`src/rtl/mac48_pkg.sv`:
```
// Shared types and constants for the sequential Booth multiply-accumulate controller.
package mac48_pkg;

   localparam int unsigned OP_W   = 16;
   localparam int unsigned ACC_W  = 48;
   localparam int unsigned STEP_W = 4;

   typedef enum logic [1:0] {
      IDLE = 2'd0,
      MULT = 2'd1,
      ACC  = 2'd2,
      DONE = 2'd3
   } state_t;

   typedef enum logic [1:0] {
      BOOTH_ZERO = 2'd0,
      BOOTH_ADD  = 2'd1,
      BOOTH_SUB  = 2'd2
   } booth_t;

   // Operation captured on an accepted start
   typedef struct packed {
      logic             mode_mac;
      logic [OP_W-1:0]  op_b;
      logic [ACC_W-1:0] a_ext;
   } req_t;

   // Radix-2 Booth pair {b[i], b[i-1]} to adder action
   function automatic booth_t booth_decode(input logic [1:0] pair);
      case (pair)
         2'b01:   return BOOTH_ADD;
         2'b10:   return BOOTH_SUB;
         default: return BOOTH_ZERO;
      endcase
   endfunction

   function automatic logic [ACC_W-1:0] sext_op(input logic [OP_W-1:0] x);
      return {{(ACC_W-OP_W){x[OP_W-1]}}, x};
   endfunction

endpackage

```
`src/rtl/mac48_seq_ctrl_if.sv`:
```
// start/busy/done handshake between the DLX execute stage and the MAC controller.
interface mac48_seq_ctrl_if;
   import mac48_pkg::*;

   logic                   start;
   logic                   clr;
   logic                   mode_mac;
   logic [OP_W-1:0]        op_a;
   logic [OP_W-1:0]        op_b;
   logic                   busy;
   logic                   done;
   logic [ACC_W-1:0]       acc;

   modport master (
      output start, clr, mode_mac, op_a, op_b,
      input  busy, done, acc
   );

   modport slave (
      input  start, clr, mode_mac, op_a, op_b,
      output busy, done, acc
   );

endinterface

```
`src/rtl/mac48_booth_sel.sv`:
```
// Combinational Booth step operand select: B operand and carry-in for one MULT step.
module mac48_booth_sel
   import mac48_pkg::*;
(
   input  logic [ACC_W-1:0]  a,
   input  logic [STEP_W-1:0] step,
   input  logic [1:0]        pair,
   output logic [ACC_W-1:0]  add_b_c,
   output logic              add_cin_c
);

   logic [ACC_W-1:0] a_sh;

   always_comb begin
      a_sh      = a << step;
      add_b_c   = '0;
      add_cin_c = 1'b0;
      case (booth_decode(pair))
         BOOTH_ADD: add_b_c = a_sh;
         // Subtract as add of one's complement plus carry-in
         BOOTH_SUB: begin
            add_b_c   = ~a_sh;
            add_cin_c = 1'b1;
         end
         default: ;
      endcase
   end

endmodule

```
`src/rtl/mac48_seq_ctrl.sv`:
```
// Sequential signed 16x16 Booth MAC controller driving an external 48-bit adder.
// Optional MAC48_ZERO_SKIP_EN: zero operands bypass the 16 Booth steps.
module mac48_seq_ctrl
   import mac48_pkg::*;
(
   input  logic              clk,
   input  logic              rst_n,
   mac48_seq_ctrl_if.slave   ctl,
   output logic [ACC_W-1:0]  add_a,
   output logic [ACC_W-1:0]  add_b,
   output logic              add_cin,
   input  logic [ACC_W-1:0]  add_sum,
   input  logic              add_cout
);

   state_t              state_q, state_d;
   req_t                req_q, req_d;
   logic [STEP_W-1:0]   step_q, step_d, next_step;
   logic [ACC_W-1:0]    acc_q, acc_d;
   logic                busy_q, busy_d, done_q, done_d;
   logic [ACC_W-1:0]    add_a_q, add_a_d, add_b_q, add_b_d;
   logic                add_cin_q, add_cin_d;

   logic [ACC_W-1:0]    bs_a, bs_add_b;
   logic [STEP_W-1:0]   bs_step;
   logic [1:0]          bs_pair;
   logic                bs_cin;
   logic                skip_c;
   logic                unused_cout;

   assign unused_cout = add_cout;
   assign next_step   = step_q + STEP_W'(1);

`ifdef MAC48_ZERO_SKIP_EN
   assign skip_c = (ctl.op_a == '0) || (ctl.op_b == '0);
`else
   assign skip_c = 1'b0;
`endif

   mac48_booth_sel u_booth_sel (
      .a         (bs_a),
      .step      (bs_step),
      .pair      (bs_pair),
      .add_b_c   (bs_add_b),
      .add_cin_c (bs_cin)
   );

   // Adder operands are registered one step ahead; add_a carries P during MULT
   always_comb begin
      state_d   = state_q;
      req_d     = req_q;
      step_d    = step_q;
      acc_d     = acc_q;
      busy_d    = 1'b0;
      done_d    = 1'b0;
      add_a_d   = '0;
      add_b_d   = '0;
      add_cin_d = 1'b0;
      bs_a      = req_q.a_ext;
      bs_step   = next_step;
      bs_pair   = {req_q.op_b[next_step], req_q.op_b[step_q]};

      case (state_q)
         IDLE, DONE: begin
            state_d = IDLE;
            if (ctl.clr) acc_d = '0;
            if (ctl.start) begin
               req_d.mode_mac = ctl.mode_mac;
               req_d.op_b     = ctl.op_b;
               req_d.a_ext    = sext_op(ctl.op_a);
               step_d         = '0;
               busy_d         = 1'b1;
               bs_a           = sext_op(ctl.op_a);
               bs_step        = '0;
               bs_pair        = {ctl.op_b[0], 1'b0};
               if (skip_c) begin
                  state_d = ACC;
                  add_a_d = ctl.mode_mac ? acc_d : '0;
               end else begin
                  state_d   = MULT;
                  add_b_d   = bs_add_b;
                  add_cin_d = bs_cin;
               end
            end
         end
         MULT: begin
            busy_d = 1'b1;
            step_d = next_step;
            if (step_q == STEP_W'(OP_W-1)) begin
               state_d = ACC;
               add_a_d = req_q.mode_mac ? acc_q : '0;
               add_b_d = add_sum;
            end else begin
               add_a_d   = add_sum;
               add_b_d   = bs_add_b;
               add_cin_d = bs_cin;
            end
         end
         ACC: begin
            acc_d   = add_sum;
            done_d  = 1'b1;
            state_d = DONE;
         end
         default: state_d = IDLE;
      endcase
   end

   always_ff @(posedge clk or negedge rst_n) begin
      if (!rst_n) state_q <= IDLE;
      else        state_q <= state_d;
   end

   always_ff @(posedge clk or negedge rst_n) begin
      if (!rst_n) begin
         req_q     <= '0;
         step_q    <= '0;
         acc_q     <= '0;
         busy_q    <= 1'b0;
         done_q    <= 1'b0;
         add_a_q   <= '0;
         add_b_q   <= '0;
         add_cin_q <= 1'b0;
      end else begin
         req_q     <= req_d;
         step_q    <= step_d;
         acc_q     <= acc_d;
         busy_q    <= busy_d;
         done_q    <= done_d;
         add_a_q   <= add_a_d;
         add_b_q   <= add_b_d;
         add_cin_q <= add_cin_d;
      end
   end

   assign ctl.busy = busy_q;
   assign ctl.done = done_q;
   assign ctl.acc  = acc_q;
   assign add_a    = add_a_q;
   assign add_b    = add_b_q;
   assign add_cin  = add_cin_q;

endmodule

```
`src/flat_wrapper.sv`:
```
// flat-port wrapper written by rule: the top's interface ports become plain ports
module mac48_seq_ctrl_flat import mac48_pkg::*;
  (clk, rst_n, add_a, add_b, add_cin, add_sum, add_cout, ctl_start, ctl_clr, ctl_mode_mac, ctl_op_a, ctl_op_b, ctl_busy, ctl_done, ctl_acc);
  mac48_seq_ctrl_if ctl_i ();
  input  logic clk;
  input  logic rst_n;
  output logic [ACC_W-1:0] add_a;
  output logic [ACC_W-1:0] add_b;
  output logic add_cin;
  input  logic [ACC_W-1:0] add_sum;
  input  logic add_cout;
  input wire logic [$bits(ctl_i.start)-1:0] ctl_start;
  input wire logic [$bits(ctl_i.clr)-1:0] ctl_clr;
  input wire logic [$bits(ctl_i.mode_mac)-1:0] ctl_mode_mac;
  input wire logic [$bits(ctl_i.op_a)-1:0] ctl_op_a;
  input wire logic [$bits(ctl_i.op_b)-1:0] ctl_op_b;
  output wire logic [$bits(ctl_i.busy)-1:0] ctl_busy;
  output wire logic [$bits(ctl_i.done)-1:0] ctl_done;
  output wire logic [$bits(ctl_i.acc)-1:0] ctl_acc;
  assign ctl_i.start = ctl_start;
  assign ctl_i.clr = ctl_clr;
  assign ctl_i.mode_mac = ctl_mode_mac;
  assign ctl_i.op_a = ctl_op_a;
  assign ctl_i.op_b = ctl_op_b;
  assign ctl_busy = ctl_i.busy;
  assign ctl_done = ctl_i.done;
  assign ctl_acc = ctl_i.acc;
  mac48_seq_ctrl u_core (.clk(clk), .rst_n(rst_n), .ctl(ctl_i), .add_a(add_a), .add_b(add_b), .add_cin(add_cin), .add_sum(add_sum), .add_cout(add_cout));
endmodule
```
`config.mk`:
```
export PLATFORM = sky130hd
export DESIGN_NAME = mac48_seq_ctrl_flat
export DESIGN_NICKNAME = d
export VERILOG_FILES = /design/src/rtl/mac48_pkg.sv /design/src/rtl/mac48_seq_ctrl_if.sv /design/src/rtl/mac48_booth_sel.sv /design/src/rtl/mac48_seq_ctrl.sv /design/src/flat_wrapper.sv
export SDC_FILE = /design/constraint.sdc
export NUM_CORES = 1
export LEC_CHECK = 0
export BUFFER_PORTS_ARGS = -buffer_cell sky130_fd_sc_hd__buf_2
export CORE_UTILIZATION = 55
export CTS_CLUSTER_SIZE = 25
export DETAILED_ROUTE_END_ITERATION = 8
export PLACE_DENSITY = 0.81
export SYNTH_ARGS = -nofsm -noshare
export SYNTH_HDL_FRONTEND = slang
export SYNTH_HIERARCHICAL = 1
export SYNTH_SLANG_ARGS = --single-unit
```
`constraint.sdc`:
```
create_clock -name clk -period 4.72 [get_ports clk]
set_input_delay 0.236 -clock clk [delete_from_list [all_inputs] [get_ports clk]]
set_output_delay 0.236 -clock clk [all_outputs]
set_load 0.01 [all_outputs]
```
* Word-level counts from Yosys, hierarchy flattened
Cells that the tools add are included.
Storage, ports and cells: bits in registers 186, input port bits 86, output and inout bits 147, word-level logic and storage cells 66
Operators by class: $add $sub $neg 1, $lt $le $gt $ge 2, equality and inequality tests 11, shift-type cells 1, muxes and demuxes 32, bitwise gates (word level) 1, reductions and logical operators 7
Operators with widths (number):
- 2-to-1 mux 48 bit | 8
- one-hot mux 48 bit (2 select lines) | 3
- inverter 48 bit | 1
- << shifter 48 x 4 -> 48 bit | 1
- 2-to-1 mux 4 bit | 3
- < comparator 4 x 5 -> 1 bit, second input constant | 2
- binary-select mux 1 bit (select 4 bit) | 2
- == test 2 bit, second input constant | 4
- 2-to-1 mux 1 bit | 8
- one-hot mux 4 bit (2 select lines) | 1
- == test 2 x 1 -> 1 bit, second input constant | 3
- 2-to-1 mux 2 bit | 3
- one-hot mux 2 bit (3 select lines) | 1
- AND reduction 2 bit | 3
- adder 4 x 1 -> 4 bit, second input constant | 1
- == test 4 bit, second input constant | 1
- != test 2 bit, second input constant | 2
- one-hot mux 1 bit (2 select lines) | 2
- one-hot mux 2 bit (2 select lines) | 1
- nonzero test 2 bit | 2
- logical NOT 2 bit | 1
- != test 2 x 1 -> 1 bit, second input constant | 1
- OR reduction 2 bit | 1

* Logic depth before layout (Yosys ltp)
Gate-level depths: netlist of run 1.
depth after elaboration 11, gate-level depth with buffers 16, depth with buffers taken out 11

* Hierarchy
Netlist of run 1, hierarchy kept.
Modules (own cells, without submodules):
- mac48_seq_ctrl | times used 1, cells an instance 646, area each 7287.0 um^2, sequential area each 4654.5 um^2
- mac48_booth_sel | times used 1, cells an instance 301, area each 2651.3 um^2, sequential area each 0.0 um^2

* Least setup slack after synthesis of run 1
No wires, ideal clock.
path type reg2reg, from register u_core.state_q[1], to register u_core.add_b_q[44], in the netlist u_core/add_b[44], setup time 0.121 ns, data arrival time 3.976 ns, required time 4.599 ns, path slack 0.623 ns, cell stages (with the launch flop) 13, path buffers 2, clock period less this slack 4.097 ns, cells stage by stage dfrtp_1 -> ha_1 -> buf_2 -> and2_1 -> clkbuf_1 -> nand2_1 -> nand2_1 -> mux4_2 -> mux2_2 -> nor2_1 -> a211oi_1 -> mux2i_1 -> a22o_1
On the way: elaborated cells between the ends (all ways) 18, those cells by class eq/ne (6); shift (1); mux (8); bitwise (1); reduce/logical (2)
RTL lines:
- start: declaration | RTL line mac48_seq_ctrl.sv:16 | state_t state_q, state_d;
- start signal: assignment | RTL line mac48_seq_ctrl.sv:110 | else state_q <= state_d;
- == test 2 bit or logical NOT 2 bit (tied branches) | RTL line mac48_seq_ctrl.sv:63 | case (state_q)
- OR reduction 2 bit (*) | RTL line mac48_seq_ctrl.sv:63
- 2-to-1 mux 48 bit (*) | RTL line mac48_seq_ctrl.sv:63
- net u_core.bs_a[15] | RTL line mac48_seq_ctrl.sv:24 | logic [ACC_W-1:0] bs_a, bs_add_b;
- << shifter 48 x 4 -> 48 bit (*) | RTL line mac48_booth_sel.sv:15 | a_sh = a << step;
- inverter 48 bit | RTL line mac48_booth_sel.sv:22 | add_b_c = ~a_sh;
- one-hot mux 48 bit (2 select lines) (*) | RTL line mac48_booth_sel.sv:18 | case (booth_decode(pair))
- net u_core.bs_add_b[44] | RTL line mac48_seq_ctrl.sv:24
- 2-to-1 mux 48 bit, on equally long branches | RTL line mac48_seq_ctrl.sv:89, mac48_seq_ctrl.sv:67
- one-hot mux 48 bit (2 select lines) (*) | RTL line mac48_seq_ctrl.sv:63
- net u_core.add_b_d[44] | RTL line mac48_seq_ctrl.sv:21 | logic [ACC_W-1:0] add_a_q, add_a_d, add_b_q, add_b_d;
- end signal: assignment | RTL line mac48_seq_ctrl.sv:121 | add_b_q <= '0;
- end signal: assignment | RTL line mac48_seq_ctrl.sv:130 | add_b_q <= add_b_d;
- end: declaration | RTL line mac48_seq_ctrl.sv:21
The timed path passes the listed nets; every way through them passes the cells marked *. A chain may end at the register's enable or synchronous reset.

* Worst setup path in the final report of run 1
from register u_core.step_q[0], to register u_core.add_b_q[25], in the netlist u_core/add_b[25]
On the way: elaborated cells between the ends (all ways) 21, those cells by class add/sub (1); eq/ne (5); shift (1); mux (13); bitwise (1)
RTL lines:
- start: declaration | RTL line mac48_seq_ctrl.sv:18 | logic [STEP_W-1:0] step_q, step_d, next_step;
- start signal: assignment | RTL line mac48_seq_ctrl.sv:125 | step_q <= step_d;
- adder 4 x 1 -> 4 bit (*) | RTL line mac48_seq_ctrl.sv:32 | assign next_step = step_q + STEP_W'(1);
- 2-to-1 mux 4 bit | RTL line mac48_seq_ctrl.sv:67 | if (ctl.start) begin
- 2-to-1 mux 4 bit (*) | RTL line mac48_seq_ctrl.sv:63
- net u_core.bs_step[1] | RTL line mac48_seq_ctrl.sv:25 | logic [STEP_W-1:0] bs_step;
- << shifter 48 x 4 -> 48 bit (*) | RTL line mac48_booth_sel.sv:15
- inverter 48 bit | RTL line mac48_booth_sel.sv:22
- one-hot mux 48 bit (2 select lines) (*) | RTL line mac48_booth_sel.sv:18
- net u_core.bs_add_b[25] | RTL line mac48_seq_ctrl.sv:24
- 2-to-1 mux 48 bit, on equally long branches | RTL line mac48_seq_ctrl.sv:89, mac48_seq_ctrl.sv:67
- one-hot mux 48 bit (2 select lines) (*) | RTL line mac48_seq_ctrl.sv:63
- net u_core.add_b_d[25] | RTL line mac48_seq_ctrl.sv:21
The timed path passes the listed nets; every way through them passes the cells marked *. The select of a mux whose other input is x is not followed.

==> results of run 1 <==
==> sequential cells by signal, summed over array words and instances (netlist names), 2 cells and up <==
name	count
u_core/ctl.acc	48
u_core/state_q	2
u_core/step_q	4
u_core/add_a	48
u_core/add_b	48
u_core/req_q	33
==> metal layers <==
layer | up-vias | GRT usage
li1 | 3776 | -
met1 | 3911 | 0.385
met2 | 342 | 0.440
met3 | 29 | 0.0537
met4 | 0 | 0.0790
met5 | - | 0
==> timing repair <==
item                                   CTS  global route
gates resized for setup                  0             0
endpoints found under the hold margin  114             0
hold buffers                            14             0
==> cell usage in the layout (no fill, tap or decap), types with 5 or more instances in the layout <==
cell | Yosys | final
clkbuf_16 | 0 | 17
mux4_2 | 39 | 39
nand2_1 | 256 | 255
dlygate4sd3_1 | 0 | 14
mux4_1 | 7 | 7
inv_1 | 8 | 8
buf_2 | 19 | 230
a21oi_1 | 12 | 10
a22o_1 | 100 | 100
mux2_2 | 14 | 14
buf_4 | 3 | 15
mux2i_1 | 87 | 87
nand3_1 | 6 | 6
nor2_1 | 20 | 16
o21ai_0 | 5 | 5
dfrtp_1 | 186 | 186
o21ai_1 | 72 | 72
==> worst min-delay path: stages <==
cell and delay, ns:
buf_2 0.07, nand2_1 0.04, o21ai_1 0.06
==> cell families after synthesis <==
| family | after synthesis | synth area share |
|---|---|---|
| AO/OA/AOI/OAI | 206 | 0.146 |
| buffers and inverters | 93 | 0.0432 |
| flip-flops | 186 | 0.468 |
| adder cells (fa/ha/maj) | 4 | 0.00504 |
| multiplexers | 149 | 0.213 |
| AND/OR/NAND/NOR | 306 | 0.122 |
| XOR/XNOR | 3 | 0.00264 |
==> power by group through the flow <==
stage | logic (mW) | clock network, mW | registers, mW
floorplan | 5.24 | 0 | 2.40
global placement | 6.58 | 0 | 2.29
detailed placement | 6.75 | 0 | 2.31
CTS | 6.85 | 1.45 | 2.28
global route | 7.50 | 1.52 | 2.33
finish | 6.89 | 1.43 | 2.28
==> worst paths after layout <==
path / from / to / slack, ns
worst min-delay path: ctl_mode_mac / u_core/req_q[64]$_DFFE_PN0P_ / 0.01
min in group asynchronous: rst_n / u_core/req_q[61]$_DFFE_PN0P_ / 0.39
worst max-delay path: u_core/step_q[0]$_DFFE_PN0P_ / u_core/add_b[25]$_DFF_PN0_ / 0.85
max in group asynchronous: rst_n / u_core/add_a[38]$_DFF_PN0_ / 2.99
worst max register to register: u_core/step_q[0]$_DFFE_PN0P_ / u_core/add_b[25]$_DFF_PN0_ / 0.85
worst min register to register: u_core/req_q[9]$_DFFE_PN0P_ / u_core/req_q[9]$_DFFE_PN0P_ / 0.47
==> final cells by class <==
cell class,count,area [sq um]
Clock buffer,18,439
Multi-Input combinational cell,668,4920
Fill cell,1269,5560
Inverter,9,33.8
Sequential cell,186,4650
Timing Repair Buffer,261,1440
Tap cell,225,282
Clock inverter,14,153
==> impl_metrics.tcl, run 1 <==
set metrics [dict create \
    outcome "finished, final reports clean" \
    io_buffers 231 \
    root_buffer "clkbuf_16" \
    pwr-share-comb 0.650 \
    period_minus_slack_ns 3.87 \
    areaGrowthSynthToFinish_pct 19.9 \
    routedWlPerCell_um 18.2 \
    met2WireLength_um 12300 \
    power_mw 10.6 \
    p_sw_mw 4.80 \
    detail_route.vias_per_cell 5.83 \
    clk_path_buf_depth 2 \
    dp_cells 1335 \
    drt_first_iter_violations 661 \
    post_dp_cell_area_sq_mm 0.0112 \
    ys_warn_count 6 \
    fin_util 0.682 \
    fmax_mhz 259 \
    grt_max_degree 104 \
    tritoncts "built" \
    fp.dieH_um 136 \
    synth_flop_cell "dfrtp_1" \
    cp_num_buf_inv 1 \
    fin_setup_tns_ns 0 \
    min_path_type "input pin to flip-flop" \
    synth_fp_nets 1037 \
    post-cts-setup-buffers 0 \
    start_util 0.569 \
    grt_pass1_wl_um 39300 \
    worst_pin_slew_ns 1.19 \
    synth_area_leaders "dfrtp_1, nand2_1, mux4_2" \
    die_area_sq_mm 0.0186 \
    final-setup-viol-count 0 \
    place_congestion 0.855 \
    critPathCaptureType "flip-flop" \
    met3_length_um 1700 \
    swShare 0.453 \
    synth_area_sq_mm 0.00994 \
    crit_chain "ha_1, and2_2, buf_4, mux4_2, mux2_2, o21ai_1, mux2i_1, a22o_1" \
    leakage_nw 6.09 \
    fin_area_sq_mm 0.0119 \
    p_clk_frac 0.135 \
    path_clk_slew_ns 0.07 \
    grt_use_total 0.277 \
    drive_gt1_frac 0.297 \
    p_int_mw 5.80 \
    hpwlAfterDp_um 17000 \
    worstPathArrival_ns 4.24 \
    pre_cts_ws_ns 0.910 \
    relSlewSlack 0.202 \
    synth_top_area_cell "dfrtp_1" \
    seqPwrFrac 0.215 \
    worst_slack_ns 0.853 \
    reg2regPathDepth 8 \
    drc 0 \
    ys_seq_area_frac 0.468 \
    crit_family "multiplexers" \
    clock_sinks 186 \
    n_antenna_cell 0 \
    die_w_um 136 \
    vdd_drop_max_uv 606 \
    route.antenna.remaining_nets 0 \
    ys_ff_latch 186 \
    max_cap_violations 0 \
    path_max_fanout 31 \
    synth_top_area_frac 0.468 \
    num_io_pins 233 \
    cpPeakStageDelay_ns 0.76 \
    synth_edf_count 0 \
    hold_violations 0 \
    crit_path_top_delay_cell "and2_2" \
    antenna_found_initial 0 \
    hold_depth 3 \
    yosys-top-cells-count "nand2_1, dfrtp_1, a22o_1, mux2i_1, o21ai_1" \
    fin_cells 1381 \
    power_density_mw_per_mm2 890 \
    rsz0062_at_grt "no" \
    synth_most_common_cell "nand2_1" \
    core-area_sq_mm 0.0175 \
    grt-ovfl-total 0 \
    hold_ws_ns 0.0124 \
    required_ns 5.09 \
    m1WireLength_um 10800 \
    clk_latency_ns 0.44 \
    maxSlewViolCount 0 \
    num_vias 8058 \
    post-route-period-util 0.819 \
    top_layer "met4" \
    cp.depth 8 \
    dr.pass1.iters 4 \
    finalNetCount 1233 \
    htreeDepth 4 \
    rows 48 \
    start_kind "flip-flop" \
    worst-setup-path-type "flip-flop to flip-flop" \
    wl_um 25200 \
    avgSynthCellArea_sq_um 10.5 \
    async_flop_share 1.00 \
    fin_worst_skew_ns 0.0153 \
    numCtsBuffers 17 \
    grt_pass1_vias 7371 \
    synth.distinct_cells 41 \
    synth_cells 947 \
]
No activity file was read; power rests on OpenSTA's default activity.
==> run 2, diff against run 1 <==
==> constraint.sdc (replaced) <==
create_clock -name clk -period 3.9 [get_ports clk]
set_input_delay 0.195 -clock clk [delete_from_list [all_inputs] [get_ports clk]]
set_output_delay 0.195 -clock clk [all_outputs]
set_load 0.01 [all_outputs]
==> impl_metrics.tcl, run 2 (same netlist as run 1, synthesis figures left out) <==
set metrics [dict create \
    num_vias 8268 \
    rows 48 \
    crit_path_top_delay_cell "mux4_1" \
    worstPathArrival_ns 3.71 \
    timing.rr.start "u_core/step_q[1]$_DFFE_PN0P_" \
    antenna_found_initial 0 \
    route.antenna.remaining_nets 0 \
    crit_start "u_core/step_q[1]$_DFFE_PN0P_" \
    relSlewSlack 0.166 \
    reg2regPathDepth 8 \
    crit_chain "ha_1, mux4_1, mux4_2, a21bo_1, nand2b_1, buf_4, mux2i_1, a22o_1" \
    vdd_drop_max_uv 703 \
    fmax_mhz 295 \
    final-setup-viol-count 0 \
    n_antenna_cell 0 \
    dr.pass1.iters 6 \
    path_max_fanout 44 \
    worst-setup-path-type "flip-flop to flip-flop" \
    dp_cells 1341 \
    clk_latency_ns 0.44 \
    io_buffers 231 \
    fp.dieH_um 136 \
    fin_util 0.696 \
    htreeDepth 4 \
    r2r_slack_ns 0.51 \
    rsz0062_at_grt "no" \
    die_area_sq_mm 0.0186 \
    grt_use_total 0.287 \
    hpwlAfterDp_um 17400 \
    grt_max_degree 113 \
    cpPeakStageDelay_ns 0.62 \
    endpoint "u_core/add_b[15]$_DFF_PN0_" \
    grt_pass1_vias 7644 \
    clk_path_buf_depth 2 \
    crit_family "multiplexers" \
    required_ns 4.22 \
    r2r_end "u_core/add_b[15]$_DFF_PN0_" \
    min_path_type "input pin to flip-flop" \
    cp.depth 8 \
    drt_first_iter_violations 725 \
    grt-ovfl-total 0 \
    drc 0 \
    leakage_nw 6.21 \
    max_cap_violations 0 \
    cp_num_buf_inv 1 \
    num_io_pins 233 \
    place_congestion 0.866 \
    fin_cells 1406 \
    final_cell_mix "nand2_1, buf_2, dfrtp_1, a22o_1, mux2i_1" \
    routedWlPerCell_um 18.6 \
    wl_um 26100 \
    layout_commonest_cell "nand2_1" \
    finalNetCount 1258 \
    die_w_um 136 \
    grt_pass1_wl_um 40700 \
    critPathCaptureType "flip-flop" \
    core-area_sq_mm 0.0175 \
    root_buffer "clkbuf_16" \
    outcome "finished, final reports clean" \
    maxSlewViolCount 0 \
    tritoncts "built" \
    detail_route.vias_per_cell 5.88 \
    fin_worst_skew_ns 0.0117 \
    drive_gt1_frac 0.295 \
    path_clk_slew_ns 0.08 \
    start_util 0.569 \
    power_density_mw_per_mm2 1070 \
    post-cts-setup-buffers 0 \
    fin_setup_tns_ns 0 \
    clock_sinks 186 \
    period_minus_slack_ns 3.39 \
    numCtsBuffers 17 \
    start_kind "flip-flop" \
    areaGrowthSynthToFinish_pct 22.4 \
    hold_violations 0 \
    worst_pin_slew_ns 1.25 \
    post-route-period-util 0.868 \
]
[run 2: through the flow]
step	setup slack, ns	hold slack, ns	area [sq um]	power (mW)
6_report	0.515	0.0207	12200	13.0
5_1_grt	0.343	0.0165	12200	13.9
4_1_cts	0.503	0.000394	12200	12.9
3_5_place_dp	0.561	0.296	11300	11.0
3_3_place_gp	0.653	0.295	11300	10.8
2_1_floorplan	0.454	-0.101	9940	9.23
[run 2: worst min-delay path by stage]
stage | from | to | slack [ns] | cells after the start
global route | add_sum[7] | u_core/add_a[7]$_DFF_PN0_ | 0.02 | 2
finish | add_sum[5] | u_core/add_b[5]$_DFF_PN0_ | 0.02 | 2
detailed placement | rst_n | u_core/step_q[0]$_DFFE_PN0P_ | 0.30 | 1
global placement | rst_n | u_core/step_q[0]$_DFFE_PN0P_ | 0.30 | 1
floorplan | rst_n | u_core/add_a[0]$_DFF_PN0_ | -0.10 | 0
CTS | add_sum[47] | u_core/add_a[47]$_DFF_PN0_ | 0.0004 | 2
[run 2: area by class of cell]
type	count	area (sq um)
Clock inverter	14	155
Inverter	9	33.8
Sequential cell	186	4650
Fill cell	1263	5310
Tap cell	225	282
Timing Repair Buffer	286	1700
Multi-Input combinational cell	668	4920
Clock buffer	18	429
[run 2: what timing repair did]
item | CTS | global route
gates resized for setup | 0 | 0
hold buffers | 33 | 0
endpoints found under the hold margin | 120 | 0
[run 2: per-layer routing]
metal	vias to the layer above	routed length [um]	part of all wire	GRT usage
met1	3974	10600	0.41	0.388
met3	54	2070	0.079	0.0533
met2	408	12700	0.49	0.463
met5	-	0	0	0
met4	0	684	0.026	0.105
li1	3832	-	-	-
[run 2: power by group]
part | total (mW) | switching [mW] | internal [mW]
clock | 1.72 | 0.811 | 0.911
combinational | 8.51 | 4.82 | 3.69
sequential | 2.75 | 0.262 | 2.49
total | 13.0 | 5.89 | 7.09
==> run 3, diff against run 2 <==
--- a/config.mk
+++ b/config.mk
@@ -7,6 +7,7 @@
 export LEC_CHECK = 0
 export BUFFER_PORTS_ARGS = -buffer_cell sky130_fd_sc_hd__buf_2
 export CORE_UTILIZATION = 55
+export CTS_BUF_LIST = sky130_fd_sc_hd__clkbuf_8
 export CTS_CLUSTER_SIZE = 25
 export DETAILED_ROUTE_END_ITERATION = 8
 export PLACE_DENSITY = 0.81
==> impl_metrics.tcl, run 3 (same netlist as run 1, synthesis figures left out) <==
set metrics [dict create \
    critPathCaptureType "flip-flop" \
    detail_route.vias_per_cell 5.81 \
    n_antenna_cell 0 \
    final_cell_mix "nand2_1, buf_2, dfrtp_1, a22o_1, mux2i_1" \
    core-area_sq_mm 0.0175 \
    fp.dieH_um 136 \
    drt_first_iter_violations 838 \
    outcome "finished, final reports clean" \
    clk_latency_ns 0.46 \
    post-cts-setup-buffers 0 \
    swShare 0.465 \
    worstPathArrival_ns 3.81 \
    p_clk_frac 0.102 \
    vdd_drop_max_uv 729 \
    drive_gt1_frac 0.283 \
    die_area_sq_mm 0.0186 \
    worst_pin_slew_ns 1.26 \
    grt_use_total 0.297 \
    max_cap_violations 0 \
    num_io_pins 233 \
    dr.pass1.iters 5 \
    rows 48 \
    grt-ovfl-total 0 \
    tritoncts "built" \
    final-setup-viol-count 0 \
    clock_sinks 186 \
    worst-setup-path-type "flip-flop to flip-flop" \
    num_vias 8450 \
    drc 0 \
    root_buffer "clkbuf_8" \
    period_minus_slack_ns 3.47 \
    power_density_mw_per_mm2 1010 \
    nFillCells 1192 \
    required_ns 4.23 \
    min_path_type "input pin to flip-flop" \
    grt_max_degree 113 \
    rsz0062_at_grt "no" \
    die_w_um 136 \
    grt_pass1_wl_um 42300 \
    fin_worst_skew_ns 0.0194 \
    relSlewSlack 0.161 \
    p_int_mw 6.74 \
    layout_commonest_cell "nand2_1" \
    hold_violations 0 \
    clk_path_buf_depth 2 \
    leakage_nw 6.32 \
    route.antenna.remaining_nets 0 \
    grt_pass1_vias 8020 \
    htreeDepth 4 \
    areaGrowthSynthToFinish_pct 25.3 \
    path_clk_slew_ns 0.11 \
    multi_input_area_sq_mm 0.00492 \
    path_max_fanout 44 \
    hpwlAfterDp_um 17400 \
    pwr-share-comb 0.680 \
    routedWlPerCell_um 18.6 \
    maxSlewViolCount 0 \
    antenna_found_initial 0 \
    place_congestion 0.866 \
    post-route-period-util 0.891 \
    p_sw_mw 5.86 \
    wl_um 27100 \
    fin_setup_tns_ns 0 \
    fmax_mhz 288 \
    r2r_slack_ns 0.43 \
    seqPwrFrac 0.218 \
    seq_area_sq_mm 0.00465 \
    finalNetCount 1306 \
    numCtsBuffers 17 \
    io_buffers 231 \
    hold_ws_ns 0.0332 \
    start_util 0.569 \
    start_kind "flip-flop" \
]
==> run 3: power by group through the flow <==
| stage | clock network (mW) | registers [mW] | logic (mW) |
|---|---|---|---|
| after floorplan | 0 | 2.90 | 6.33 |
| after global placement | 0 | 2.76 | 8.07 |
| after detailed placement | 0 | 2.78 | 8.27 |
| after CTS | 1.32 | 2.74 | 8.42 |
| after global routing | 1.39 | 2.80 | 9.27 |
| final | 1.29 | 2.75 | 8.57 |
==> run 3: worst paths after layout <==
check,startpoint,endpoint,cells after the start
max,u_core/step_q[1]$_DFFE_PN0P_,u_core/add_b[35]$_DFF_PN0_,8
min,add_sum[34],u_core/ctl.acc[34]$_DFFE_PN0P_,3
max reg2reg,u_core/step_q[1]$_DFFE_PN0P_,u_core/add_b[35]$_DFF_PN0_,8
min reg2reg,u_core/req_q[6]$_DFFE_PN0P_,u_core/req_q[6]$_DFFE_PN0P_,2
max in group asynchronous,rst_n,u_core/add_b[39]$_DFF_PN0_,3
min in group asynchronous,rst_n,u_core/step_q[0]$_DFFE_PN0P_,2
==> run 3: stage by stage <==
stage | std cells | util | power [mW] | cell area (sq um) | worst slack (ns)
after floorplan | 947 | - | 9.23 | 9940 | 0.454
after global placement | 1341 | 0.644 | 10.8 | 11300 | 0.653
after detailed placement | 1341 | 0.644 | 11.0 | 11300 | 0.561
after CTS | 1453 | 0.712 | 12.5 | 12400 | 0.522
after global routing | 1454 | 0.713 | 13.5 | 12500 | 0.356
final | 1454 | 0.713 | 12.6 | 12500 | 0.426
==> run 3: layout make-up <==
type,count,area share
inverters,9,0.00271
repair buffers,334,0.175
clock inverters,15,0.0128
well taps,225,0.0226
multi-input cells,668,0.395
clock buffers,17,0.0188
flip-flops and latches,186,0.374
==> run 3: critical path, stage by stage (launching register included) <==
cell and delay (ns):
dfrtp_1 0.48, ha_1 0.50, mux4_1 0.63, mux4_2 0.46, a21bo_1 0.23, nand2b_1 0.14
buf_4 0.40, mux2i_1 0.23, a22o_1 0.26
==> run 3: what timing repair did <==
item / CTS / global route
hold buffers: 80 / 1
endpoints found under the hold margin: 239 / 1
resized for setup: 0 / 0
==> run 3: per-layer routing <==
layer	global-route usage	vias to the layer above	wire (um)
met3	0.0630	67	2220
met1	0.396	4025	11000
li1	-	3918	-
met2	0.476	440	13100
met5	0	-	0
met4	0.112	0	775
